$ cat config.mk
export PLATFORM = sky130hd
export DESIGN_NAME = cla_adder_pipe
export DESIGN_NICKNAME = d
export VERILOG_FILES = /design/src/rtl/alu_pkg.sv /design/src/rtl/cla_group4.sv /design/src/rtl/cla_adder_pipe.sv
export SDC_FILE = /design/constraint.sdc
export NUM_CORES = 1
export LEC_CHECK = 0
export BUFFER_PORTS_ARGS = -buffer_cell sky130_fd_sc_hd__buf_2
export CAP_MARGIN = 20
export CORE_MARGIN = 10
export CORE_UTILIZATION = 25
export DETAILED_ROUTE_END_ITERATION = 6
export HOLD_SLACK_MARGIN = 0.08
export MAX_ROUTING_LAYER = met4
export PLACE_DENSITY_LB_ADDON = 0.25
export SYNTH_ARGS = -nofsm -noshare
export SYNTH_HDL_FRONTEND = slang
export SYNTH_HIERARCHICAL = 1
export SYNTH_SLANG_ARGS = --single-unit
export TNS_END_PERCENT = 10
$ cat constraint.sdc
create_clock -name clk -period 3.42 [get_ports clk]
set_input_delay 0.342 -clock clk [delete_from_list [all_inputs] [get_ports clk]]
set_output_delay 0.342 -clock clk [all_outputs]
set_load 0.02 [all_outputs]
$ cat src/rtl/alu_pkg.sv
`default_nettype none
// ============================================================================
// Module : alu_pkg
// Brief  : Shared ALU constants, op encoding and CLA pipeline legality check.
// Rev    : 1.0 - initial release
// ============================================================================
package alu_pkg;

  localparam int CLA_GROUP_W = 4;

  typedef enum logic {
    ALU_OP_ADD = 1'b0,
    ALU_OP_SUB = 1'b1
  } alu_op_e;

  // Legal when WIDTH is a whole number of groups and the groups split evenly over the stages.
  function automatic bit cla_cfg_ok(input int width, input int stages);
    int groups;
    groups = width / CLA_GROUP_W;
    if (width < CLA_GROUP_W || (width % CLA_GROUP_W) != 0) return 1'b0;
    if (stages < 1 || stages > groups) return 1'b0;
    return (groups % stages) == 0;
  endfunction

endpackage
`default_nettype wire

$ cat src/rtl/cla_group4.sv
`default_nettype none
// ============================================================================
// Module : cla_group4
// Brief  : 4-bit carry-lookahead group; also exposes the carry into bit 3.
// Rev    : 1.0 - initial release
// ============================================================================
module cla_group4
  import alu_pkg::*;
(
  input  logic [CLA_GROUP_W-1:0] a,
  input  logic [CLA_GROUP_W-1:0] b,
  input  logic                   cin,
  output logic [CLA_GROUP_W-1:0] s,
  output logic                   cout,
  output logic                   c3
);

  logic [CLA_GROUP_W-1:0] w_p;
  logic [CLA_GROUP_W-1:0] w_g;
  logic [CLA_GROUP_W-1:0] w_c;

  assign w_p = a ^ b;
  assign w_g = a & b;

  assign w_c[0] = cin;
  assign w_c[1] = w_g[0] | (w_p[0] & cin);
  assign w_c[2] = w_g[1] | (w_p[1] & w_g[0]) | (w_p[1] & w_p[0] & cin);
  assign w_c[3] = w_g[2] | (w_p[2] & w_g[1]) | (w_p[2] & w_p[1] & w_g[0])
                | (w_p[2] & w_p[1] & w_p[0] & cin);
  assign cout   = w_g[3] | (w_p[3] & w_g[2]) | (w_p[3] & w_p[2] & w_g[1])
                | (w_p[3] & w_p[2] & w_p[1] & w_g[0])
                | (w_p[3] & w_p[2] & w_p[1] & w_p[0] & cin);

  assign s  = w_p ^ w_c;
  assign c3 = w_c[3];

endmodule
`default_nettype wire

$ cat src/rtl/cla_adder_pipe.sv
`default_nettype none
// ============================================================================
// Module : cla_adder_pipe
// Brief  : Pipelined CLA adder/subtractor with valid/ready backpressure.
//          Define CLA_PIPE_FLAGS_EN to build the overflow and zero flags.
// Rev    : 1.0 - initial release
// ============================================================================
module cla_adder_pipe
  import alu_pkg::*;
#(
  parameter int WIDTH  = 32,
  parameter int STAGES = 2
) (
  input  logic             clk,
  input  logic             rst_n,
  input  logic             in_valid,
  output logic             in_ready,
  input  logic [WIDTH-1:0] in_a,
  input  logic [WIDTH-1:0] in_b,
  input  logic             in_cin,
  input  logic             in_sub,
  output logic             out_valid,
  input  logic             out_ready,
  output logic [WIDTH-1:0] out_sum,
  output logic             out_cout,
  output logic             out_ovf,
  output logic             out_zero
);

  localparam int GROUPS  = WIDTH / CLA_GROUP_W;
  localparam int GPS     = (STAGES > 0) ? GROUPS / STAGES : 1;
  localparam int SLICE_W = GPS * CLA_GROUP_W;

  if (!cla_cfg_ok(WIDTH, STAGES)) begin : g_cfg_check
    $error("cla_adder_pipe: illegal WIDTH/STAGES combination");
  end

  logic             w_stall;
  logic [WIDTH-1:0] w_a_in [STAGES];
  logic [WIDTH-1:0] w_b_in [STAGES];
  logic [WIDTH-1:0] w_s_in [STAGES];
  logic [STAGES-1:0] w_v_in;
  logic [STAGES-1:0] w_c_in;
  logic [GROUPS-1:0] w_grp_c3;
  logic [WIDTH-1:0] w_s_final;

  assign w_stall  = out_valid & ~out_ready;
  assign in_ready = ~w_stall;

  assign w_a_in[0] = in_a;
  assign w_b_in[0] = in_sub ? ~in_b : in_b;
  assign w_s_in[0] = '0;
  assign w_v_in[0] = in_valid;
  assign w_c_in[0] = in_cin ^ in_sub;

  for (genvar k = 0; k < STAGES; k++) begin : g_stage
    localparam int LO = k * SLICE_W;

    logic [GPS:0]         w_c;
    logic [SLICE_W-1:0]   w_slice;
    logic [WIDTH-1:0]     w_s_out;
    logic                 r_v;
    logic                 r_c;
    logic [WIDTH-1:0]     r_s;

    assign w_c[0] = w_c_in[k];

    for (genvar j = 0; j < GPS; j++) begin : g_grp
      cla_group4 u_grp (
        .a    (w_a_in[k][LO + j*CLA_GROUP_W +: CLA_GROUP_W]),
        .b    (w_b_in[k][LO + j*CLA_GROUP_W +: CLA_GROUP_W]),
        .cin  (w_c[j]),
        .s    (w_slice[j*CLA_GROUP_W +: CLA_GROUP_W]),
        .cout (w_c[j+1]),
        .c3   (w_grp_c3[k*GPS + j])
      );
    end

    // Splice this stage's slice into the partial sum carried down the pipe.
    always_comb begin
      w_s_out = w_s_in[k];
      w_s_out[LO +: SLICE_W] = w_slice;
    end

    always_ff @(posedge clk or negedge rst_n) begin
      if (!rst_n) begin
        r_v <= 1'b0;
        r_c <= 1'b0;
        r_s <= '0;
      end else if (!w_stall) begin
        r_v <= w_v_in[k];
        r_c <= w_c[GPS];
        r_s <= w_s_out;
      end
    end

    if (k < STAGES - 1) begin : g_fwd
      logic [WIDTH-1:0] r_a;
      logic [WIDTH-1:0] r_b;

      always_ff @(posedge clk or negedge rst_n) begin
        if (!rst_n) begin
          r_a <= '0;
          r_b <= '0;
        end else if (!w_stall) begin
          r_a <= w_a_in[k];
          r_b <= w_b_in[k];
        end
      end

      assign w_a_in[k+1] = r_a;
      assign w_b_in[k+1] = r_b;
      assign w_s_in[k+1] = r_s;
      assign w_v_in[k+1] = r_v;
      assign w_c_in[k+1] = r_c;
    end else begin : g_last
      assign out_valid = r_v;
      assign out_sum   = r_s;
      assign out_cout  = r_c;
      assign w_s_final = w_s_out;
    end
  end

`ifdef CLA_PIPE_FLAGS_EN
  logic r_c_msb;
  logic r_zero;

  always_ff @(posedge clk or negedge rst_n) begin
    if (!rst_n) begin
      r_c_msb <= 1'b0;
      r_zero  <= 1'b0;
    end else if (!w_stall) begin
      r_c_msb <= w_grp_c3[GROUPS-1];
      r_zero  <= (w_s_final == '0);
    end
  end

  assign out_ovf  = r_c_msb ^ out_cout;
  assign out_zero = r_zero;
`else
  logic w_flags_unused;
  assign w_flags_unused = ^{w_grp_c3, w_s_final};
  assign out_ovf  = 1'b0;
  assign out_zero = 1'b0;
`endif

endmodule
`default_nettype wire

# After elaboration in Yosys (flattened, before gate mapping)
# Cells that the tools add are included.
# totals
ff_bits	116
inputBits	70
out_inout_bits	37
wordCells	246
# op_classes
n_mux	1
bitwise	237
# op_table
op	count
1-bit AND	129
1-bit bitwise OR	80
4-bit bitwise XOR	16
4-bit AND	8
32-bit two-way mux	1
32-bit inverter	1
1-bit inverter	2
1-bit bitwise XOR	1

# Longest topological paths before layout
# Gate-level depths: netlist of run 1.
# logic_depth
word_depth	15
ltp_mapped	17
mapped_depth_nobuf	15

# Cells and area by module
# The synthesis of run 1 kept the hierarchy.
# modules_own_cells
mod	instances	cells_each	area_each_um2	seq_area_each_um2
cla_adder_pipe	1	219	3632.2	2102.0
cla_group4 (g_stage[0].g_grp[1].u_grp ...)	7	14	140.1	0.0
cla_group4 (g_stage[0].g_grp[0].u_grp)	1	18	155.1	0.0

# Least setup slack after synthesis of run 1
# OpenSTA, ideal clock, no wires.
# synth_path
path_kind	input -> register
startpoint	input port in_sub
endpoint	register g_stage[0].r_s[13]
setup_time_ns	0.125
arrival_ns	3.528
required_time_ns	3.295
setup_slack_ns	-0.233
cell_stages	16
n_path_buf	2
path_cell_list	buf_4 -> buf_6 -> xor2_1 -> ha_1 -> a211oi_2 -> o21bai_2 -> a21o_1 -> a211oi_2 -> o21bai_2 -> a21o_1 -> a211oi_2 -> o21bai_2 -> a21o_1 -> fa_1 -> xor2_1 -> mux2_4
# synth_lines
item	line	text
start, declared	cla_adder_pipe.sv:21	input logic in_sub,
end signal, assigned	cla_adder_pipe.sv:93	r_s <= w_s_out;
end, declared	cla_adder_pipe.sv:64	logic [WIDTH-1:0] r_s;

# Worst setup path after layout of run 1
# layout_path
startpoint	register g_stage[0].g_fwd.r_a[16]
endpoint	register g_stage[1].r_s[29], in the netlist out_sum[29]
# layout_between
elab_chain_cells	11
word_cells_on_any_way	14
classes_between	bitwise (14)
# layout_rtl
item	line	text
start, declared	cla_adder_pipe.sv:98	logic [WIDTH-1:0] r_a;
start signal, assigned	cla_adder_pipe.sv:106	r_a <= w_a_in[k];
4-bit AND or 4-bit bitwise XOR (tied branches)	cla_group4.sv:23, cla_group4.sv:22	
1-bit AND (on tied branches)	cla_group4.sv:31, cla_group4.sv:32	
1-bit bitwise OR or 1-bit AND (tied branches)	cla_group4.sv:31, cla_group4.sv:32	
1-bit bitwise OR (*)	cla_group4.sv:32	| (w_p[3] & w_p[2] & w_p[1] & w_p[0] & cin);
via g_stage[1].w_c[1]	cla_adder_pipe.sv:59	logic [GPS:0] w_c;
1-bit AND (*)	cla_group4.sv:32	
1-bit bitwise OR (*)	cla_group4.sv:32	
via g_stage[1].w_c[2]	cla_adder_pipe.sv:59	
1-bit AND (*)	cla_group4.sv:32	
1-bit bitwise OR (*)	cla_group4.sv:32	
via g_stage[1].w_c[3]	cla_adder_pipe.sv:59	
1-bit AND (*)	cla_group4.sv:26	assign w_c[1] = w_g[0] | (w_p[0] & cin);
1-bit bitwise OR (*)	cla_group4.sv:26	
4-bit bitwise XOR (*)	cla_group4.sv:34	assign s = w_p ^ w_c;
via g_stage[1].w_s_out[29]	cla_adder_pipe.sv:61	logic [WIDTH-1:0] w_s_out;
end signal, assigned	cla_adder_pipe.sv:93	
end, declared	cla_adder_pipe.sv:64	
# The timed path passes the listed nets; every way through them passes the cells marked *.
# A chain may end at the register's enable or synchronous reset.

==> results_dict.tcl, run 1 <==
set metrics [dict create \
    drt-pass1-iter-count 3 \
    clockRootBuffer "clkbuf_16" \
    timing.rr.end "out_sum[29]" \
    async_reset_ff_share_pct 100.0 \
    syn_to_final_growth_pct 23.35 \
    max_stage_delay_ns 0.39 \
    worst_pin_slew_ns 0.7796 \
    worstRegToRegCells 13 \
    syn_area_per_cell_sq_um 14.23 \
    clockBufferDepth 2 \
    timing.hold.ws_ns 0.08299 \
    m1WireLength_um 4972 \
    final_layout_size_suffix_gt1_share_pct 52.48 \
    wl_met2_um 4714 \
    wl_met3_um 539 \
    fin_ws_ns 0.1608 \
    cp.buffers_inverters 0 \
    grt_overflow_total 0 \
    hold_class "in2async" \
    grt_pass1_wl_um 17090 \
    diodes 0 \
    critPathLaunch "g_stage[0].g_fwd.r_a[16]" \
    synthMuxAreaShare_pct 21.81 \
    yosys_most_used_dff "dfrtp_1" \
    synthCells 335 \
    placed_cell_area_sq_um 5587 \
    dp_hpwl_um 7926 \
    synth-xor-area-share_pct 10.47 \
    path_cells "ha_1 -> a211oi_2 -> o21bai_2 -> a21o_1 -> a211oi_2 -> o21bai_2 -> a21o_1 -> a211oi_2 -> o21bai_2 -> a21o_1 -> fa_1 -> xor2_1 -> mux2_2" \
    die_w_um 158.1 \
    row_count 50 \
    finClkSkew_ns 0.004368 \
    grt_usage_pct 9.014 \
    synth_top_cells_by_area "dfrtp_1 (44%), mux2_2 (13%), xor2_1 (10%)" \
    viasPerCell 4.090 \
    maxCapViolCount 0 \
    ys_seq_area_share_pct 44.08 \
    synthAdderAreaFrac_pct 11.76 \
    crit_arrival_ns 3.48 \
    synth_area_sq_um 4768 \
    synth_top_family_by_area "multiplexers" \
    utilization_pct 31.44 \
    finalNetCount 570 \
    start_kind "flip-flop" \
    numCtsBuffers 9 \
    route.detailed.drc 0 \
    grt_antenna_before_repair 0 \
    final_antenna_net_count 0 \
    min_period_ns 3.259 \
    status "complete, no violations" \
    synth_seq_cells 84 \
    cts_tree "yes" \
    cts_hold_repair.buffers 0 \
    coreArea_sq_um 18710 \
    setup_viol 0 \
    io_buffer_count 104 \
    p_per_area_nw_per_um2 670.3 \
    worstPathMaxFanout 2 \
    path_clk_slew_ns 0.06 \
    yosys.area.top_type "dfrtp_1" \
    routed_wirelength_um 10450 \
    synthTopCellsByCount "dfrtp_1 (84), xor2_1 (56), mux2_2 (55), ha_1 (32), mux2_4 (28)" \
    cp.depth 13 \
    leakagePower_nw 2.865 \
    wl_per_cell_um 15.00 \
    cp_top_family "compound AO/OA/AOI/OAI gates" \
    synth_compound_area_share_pct 6.088 \
    worstSkewPairLatency_ns 0.34 \
    crit_path_end_kind "flip-flop" \
    drv_slew 0 \
    grt_pass1_vias 3252 \
    timing_worst_setup_path_type "reg2reg" \
    htree_levels 3 \
    clkSinkCount 84 \
    dp_slack_ns -0.1476 \
    dieArea_sq_um 25000 \
    die_h_um 158.1 \
    timing.final.crit_share_pct 95.30 \
    stdcell_area_sq_um 5882 \
    cts_resized 0 \
    synth_edf_count 0 \
    place_congestion 0.7885 \
    yosysMostFrequentCell "dfrtp_1" \
    via_count 2851 \
    grt_max_degree 60 \
    drtIter0Drc 53 \
    cp.required_ns 3.64 \
    ff2ff_setup_slack_ns 0.16 \
    finalPower_mw 3.942 \
    ios 107 \
    vdd_drop_max_uv 209.2 \
    fmax_mhz 306.8 \
    initial_core_util_pct 25.49 \
    rsz0062_at_grt "yes" \
    top_layer "met4" \
    crit_path_end "out_sum[29]" \
    synth_top_area_share_pct 44.08 \
    r2r-start "g_stage[0].g_fwd.r_a[16]" \
    yosysWarnings 6 \
    synth-simple-area-share_pct 1.679 \
    finalHoldViolCount 0 \
    synth_cell_type_count 20 \
    slew_headroom_pct 48.03 \
    slowest_stage "fa_1" \
]
==> flip-flops by register name (all words and copies together), names as in the netlist <==
| name | flops |
|---|---|
| g_stage.r_c | 1 |
| g_stage.g_fwd.r_a | 16 |
| g_stage.r_s | 16 |
| g_stage.r_v | 1 |
| g_stage.g_fwd.r_b | 16 |
| out_valid | 1 |
| out_cout | 1 |
| out_sum | 32 |
==> metal layers <==
metal	up-vias	global-route usage, %
met4	0	4.764
met3	11	2.171
met2	68	13.31
met1	1367	11.21
li1	1405	-
met5	-	-
==> how the worst min path moves through the flow <==
stage	slack (ns)	to	cells after the start
after floorplan	0.05	g_stage[0].g_fwd.r_a[16]	0
after global placement	0.46	g_stage[0].g_fwd.r_a[27]	1
after detailed placement	0.48	out_sum[27]	1
after CTS	0.10	out_sum[26]	1
after global routing	0.15	out_sum[26]	1
final	0.08	out_sum[26]	1
==> where the power goes <==
part	switching (mW)	internal [mW]	leakage, nW
Clock	0.377	0.555	0.135
Combinational	0.745	0.762	1.75
Sequential	0.182	1.32	0.979
Total	1.30	2.64	2.86
==> what timing repair did <==
item                                    CTS  global route
pin swaps                                 9             4
setup buffers                             3             0
endpoints found under the setup margin    3             4
cloned                                    0             0
==> per-stage QoR <==
stage,TNS [ns],cells
floorplan,-0.003906,336
global placement,-0.4290,680
detailed placement,-0.5723,680
CTS,0,697
global route,-0.2225,697
finish,0,697
==> layout by cell type, fill, tap and decap left out, types with 9 or more instances in the layout <==
master	n
buf_2	103
buf_4	25
clkbuf_16	9
dfrtp_1	84
ha_1	32
mux2_2	55
mux2_4	28
nor2_1	16
xor2_1	55
==> cells by family after synthesis <==
family / Yosys count
compound gates: 32
xor+xnor: 57
fa+ha+maj: 40
buf+inv: 20
flops: 84
mux: 83
other cells: 1
simple gates: 18
==> final cells by class <==
| class | count | area, sq um |
|---|---|---|
| clock buffers | 11 | 232.7 |
| repair buffers | 128 | 703.2 |
| well taps | 234 | 292.8 |
| multi-input cells | 232 | 2487 |
| inverters | 5 | 23.77 |
| fillers | 1901 | 12820 |
| clock inverters | 3 | 40.04 |
| flip-flops and latches | 84 | 2102 |
(Power assumes the default switching activity.)
==> run 2: changes to the inputs <==
--- a/config.mk
+++ b/config.mk
@@ -13,6 +13,7 @@
 export HOLD_SLACK_MARGIN = 0.08
 export MAX_ROUTING_LAYER = met4
 export PLACE_DENSITY_LB_ADDON = 0.25
+export REMOVE_ABC_BUFFERS = 1
 export SYNTH_ARGS = -nofsm -noshare
 export SYNTH_HDL_FRONTEND = slang
 export SYNTH_HIERARCHICAL = 1
==> run 2 against run 1 <==
Non-clock buffer count up 3. First-iteration DRC count fell by 19%. Global-route usage grew 0.34 points. Count of clock-buffer cells in the layout grew 1. Core utilization grew 0.50 points. Sequential power barely moved. Final cell count rose by 0.72%. Fmax down 2.0%. Flip-flop and latch count did not move. Sequential share of layout area fell by 0.55 points. Routed wire length up 3.4%. Critical endpoint unchanged. Largest power group unchanged. Highest routed layer unchanged.
==> results_dict.tcl, run 2 (same netlist as run 1, synthesis figures left out) <==
set metrics [dict create \
    status "complete, no violations" \
    finClkSkew_ns 0.006760 \
    dp_slack_ns -0.2880 \
    viasPerCell 4.111 \
    rsz0062_at_grt "yes" \
    syn_to_final_growth_pct 25.30 \
    wl_per_cell_um 15.39 \
    worstPathMaxFanout 2 \
    path_clk_slew_ns 0.06 \
    cp.required_ns 3.65 \
    initial_core_util_pct 25.49 \
    maxCapViolCount 0 \
    htree_levels 3 \
    cts_tree "yes" \
    critPathLaunch "g_stage[0].g_fwd.r_b[16]" \
    drtIter0Drc 43 \
    dp_hpwl_um 8327 \
    grt_pass1_wl_um 17530 \
    fmax_mhz 300.6 \
    final_cell_mix "buf_2 (103), dfrtp_1 (84), xor2_1 (55), mux2_2 (55), ha_1 (32)" \
    worst_pin_slew_ns 0.5567 \
    hold_class "in2reg" \
    utilization_pct 31.94 \
    grt_usage_pct 9.357 \
    die_h_um 158.1 \
    numCtsBuffers 9 \
    largest_reg_flops 32 \
    setup_viol 0 \
    mostFrequentLayoutCell "buf_2" \
    worstRegToRegCells 13 \
    ios 107 \
    timing.rr.end "out_sum[29]" \
    drv_slew 0 \
    crit_path_end_kind "flip-flop" \
    row_count 50 \
    drt-pass1-iter-count 4 \
    crit_arrival_ns 3.55 \
    io_buffer_count 104 \
    finalHoldViolCount 0 \
    route.detailed.drc 0 \
    worstSkewPairLatency_ns 0.34 \
    ff2ff_setup_slack_ns 0.09 \
    die_w_um 158.1 \
    grt_pass1_vias 3267 \
    final_antenna_net_count 0 \
    start_kind "flip-flop" \
    vdd_drop_max_uv 176.6 \
    routed_wirelength_um 10810 \
    leakagePower_nw 2.907 \
    grt_antenna_before_repair 0 \
    via_count 2886 \
    fin_ws_ns 0.09374 \
    final_layout_size_suffix_gt1_share_pct 52.56 \
    crit_path_end "out_sum[29]" \
    min_period_ns 3.326 \
    dieArea_sq_um 25000 \
    coreArea_sq_um 18710 \
    place_congestion 0.8256 \
    clockRootBuffer "clkbuf_16" \
    finalNetCount 573 \
    grt_max_degree 50 \
    grt_overflow_total 0 \
    p_per_area_nw_per_um2 684.9 \
    timing_worst_setup_path_type "reg2reg" \
    diodes 0 \
    clockBufferDepth 2 \
    slew_headroom_pct 62.81 \
    r2r-start "g_stage[0].g_fwd.r_b[16]" \
    clkSinkCount 84 \
    timing.final.crit_share_pct 97.26 \
]
## run 2: cell types whose count changed in the layout (fill, tap and decap cells not counted), sizes merged
| cell | change |
|---|---|
| bufinv | +1 |
| dlygate4sd3 | +1 |
| clkbuf | +1 |
| clkinvlp | +1 |
| buf | +2 |
| clkinv | -1 |
## run 2: worst max-delay path: stages (launching register included)
cell      delay [ns]
dfrtp_1         0.38
ha_1            0.31
a211oi_2        0.30
o21bai_2        0.12
a21o_1          0.20
a211oi_2        0.24
o21bai_2        0.11
a21o_1          0.19
a211oi_2        0.25
o21bai_2        0.11
a21o_1          0.20
fa_1            0.39
xor2_1          0.17
mux2_2          0.25
## run 2: area by class of cell
class,instances,area [sq um]
timing repair buffer,131,752.0
clock inverter,4,72.57
fill,1898,12730
clock buffer,12,246.5
multi-input combinational,232,2485
tap,234,292.8
sequential,84,2102
inverter,5,23.77
## run 2: how the worst min path moves through the flow
stage / depth (start not counted) / end / from
after floorplan: 0 / g_stage[0].g_fwd.r_a[16] / rst_n
after global placement: 1 / out_valid / g_stage[0].r_v
after detailed placement: 1 / g_stage[0].g_fwd.r_a[20] / rst_n
after CTS: 2 / g_stage[0].g_fwd.r_a[19] / in_a[19]
after global routing: 2 / g_stage[0].g_fwd.r_a[29] / in_a[29]
final: 2 / g_stage[0].g_fwd.r_a[19] / in_a[19]
## run 2: through the flow
step	cell area [sq um]	hold slack, ns	std cells	setup TNS (ns)	total power [mW]
2_1_floorplan	4603	0.04641	321	0	2.518
4_1_cts	5963	0.2142	702	-0.008426	4.184
3_5_place_dp	5612	0.3505	682	-1.425	3.081
5_1_grt	5974	0.2255	702	-0.4738	4.381
3_3_place_gp	5584	0.4435	681	-0.9709	3.037
6_report	5974	0.2330	702	0	4.092
## run 2: report_power, final
part | switching, mW | internal [mW]
Sequential | 0.178 | 1.32
Clock | 0.400 | 0.659
Combinational | 0.763 | 0.771
Total | 1.34 | 2.75
## run 2: routing by layer
| layer | vias up | GRT usage, % | wire [um] |
|---|---|---|---|
| met5 | - | - | 0 |
| met2 | 72 | 14.63 | 5114 |
| met4 | 0 | 4.499 | 215 |
| li1 | 1417 | - | - |
| met3 | 10 | 1.954 | 486 |
| met1 | 1387 | 11.32 | 4991 |
## run 2: timing repair
action / in CTS / in global routing
resized for setup: 0 / 2
buffers inserted: 3 / 0
hold endpoints to repair: 35 / 0
hold buffers: 1 / 0
pin swaps: 13 / 8
setup endpoints to repair: 4 / 10
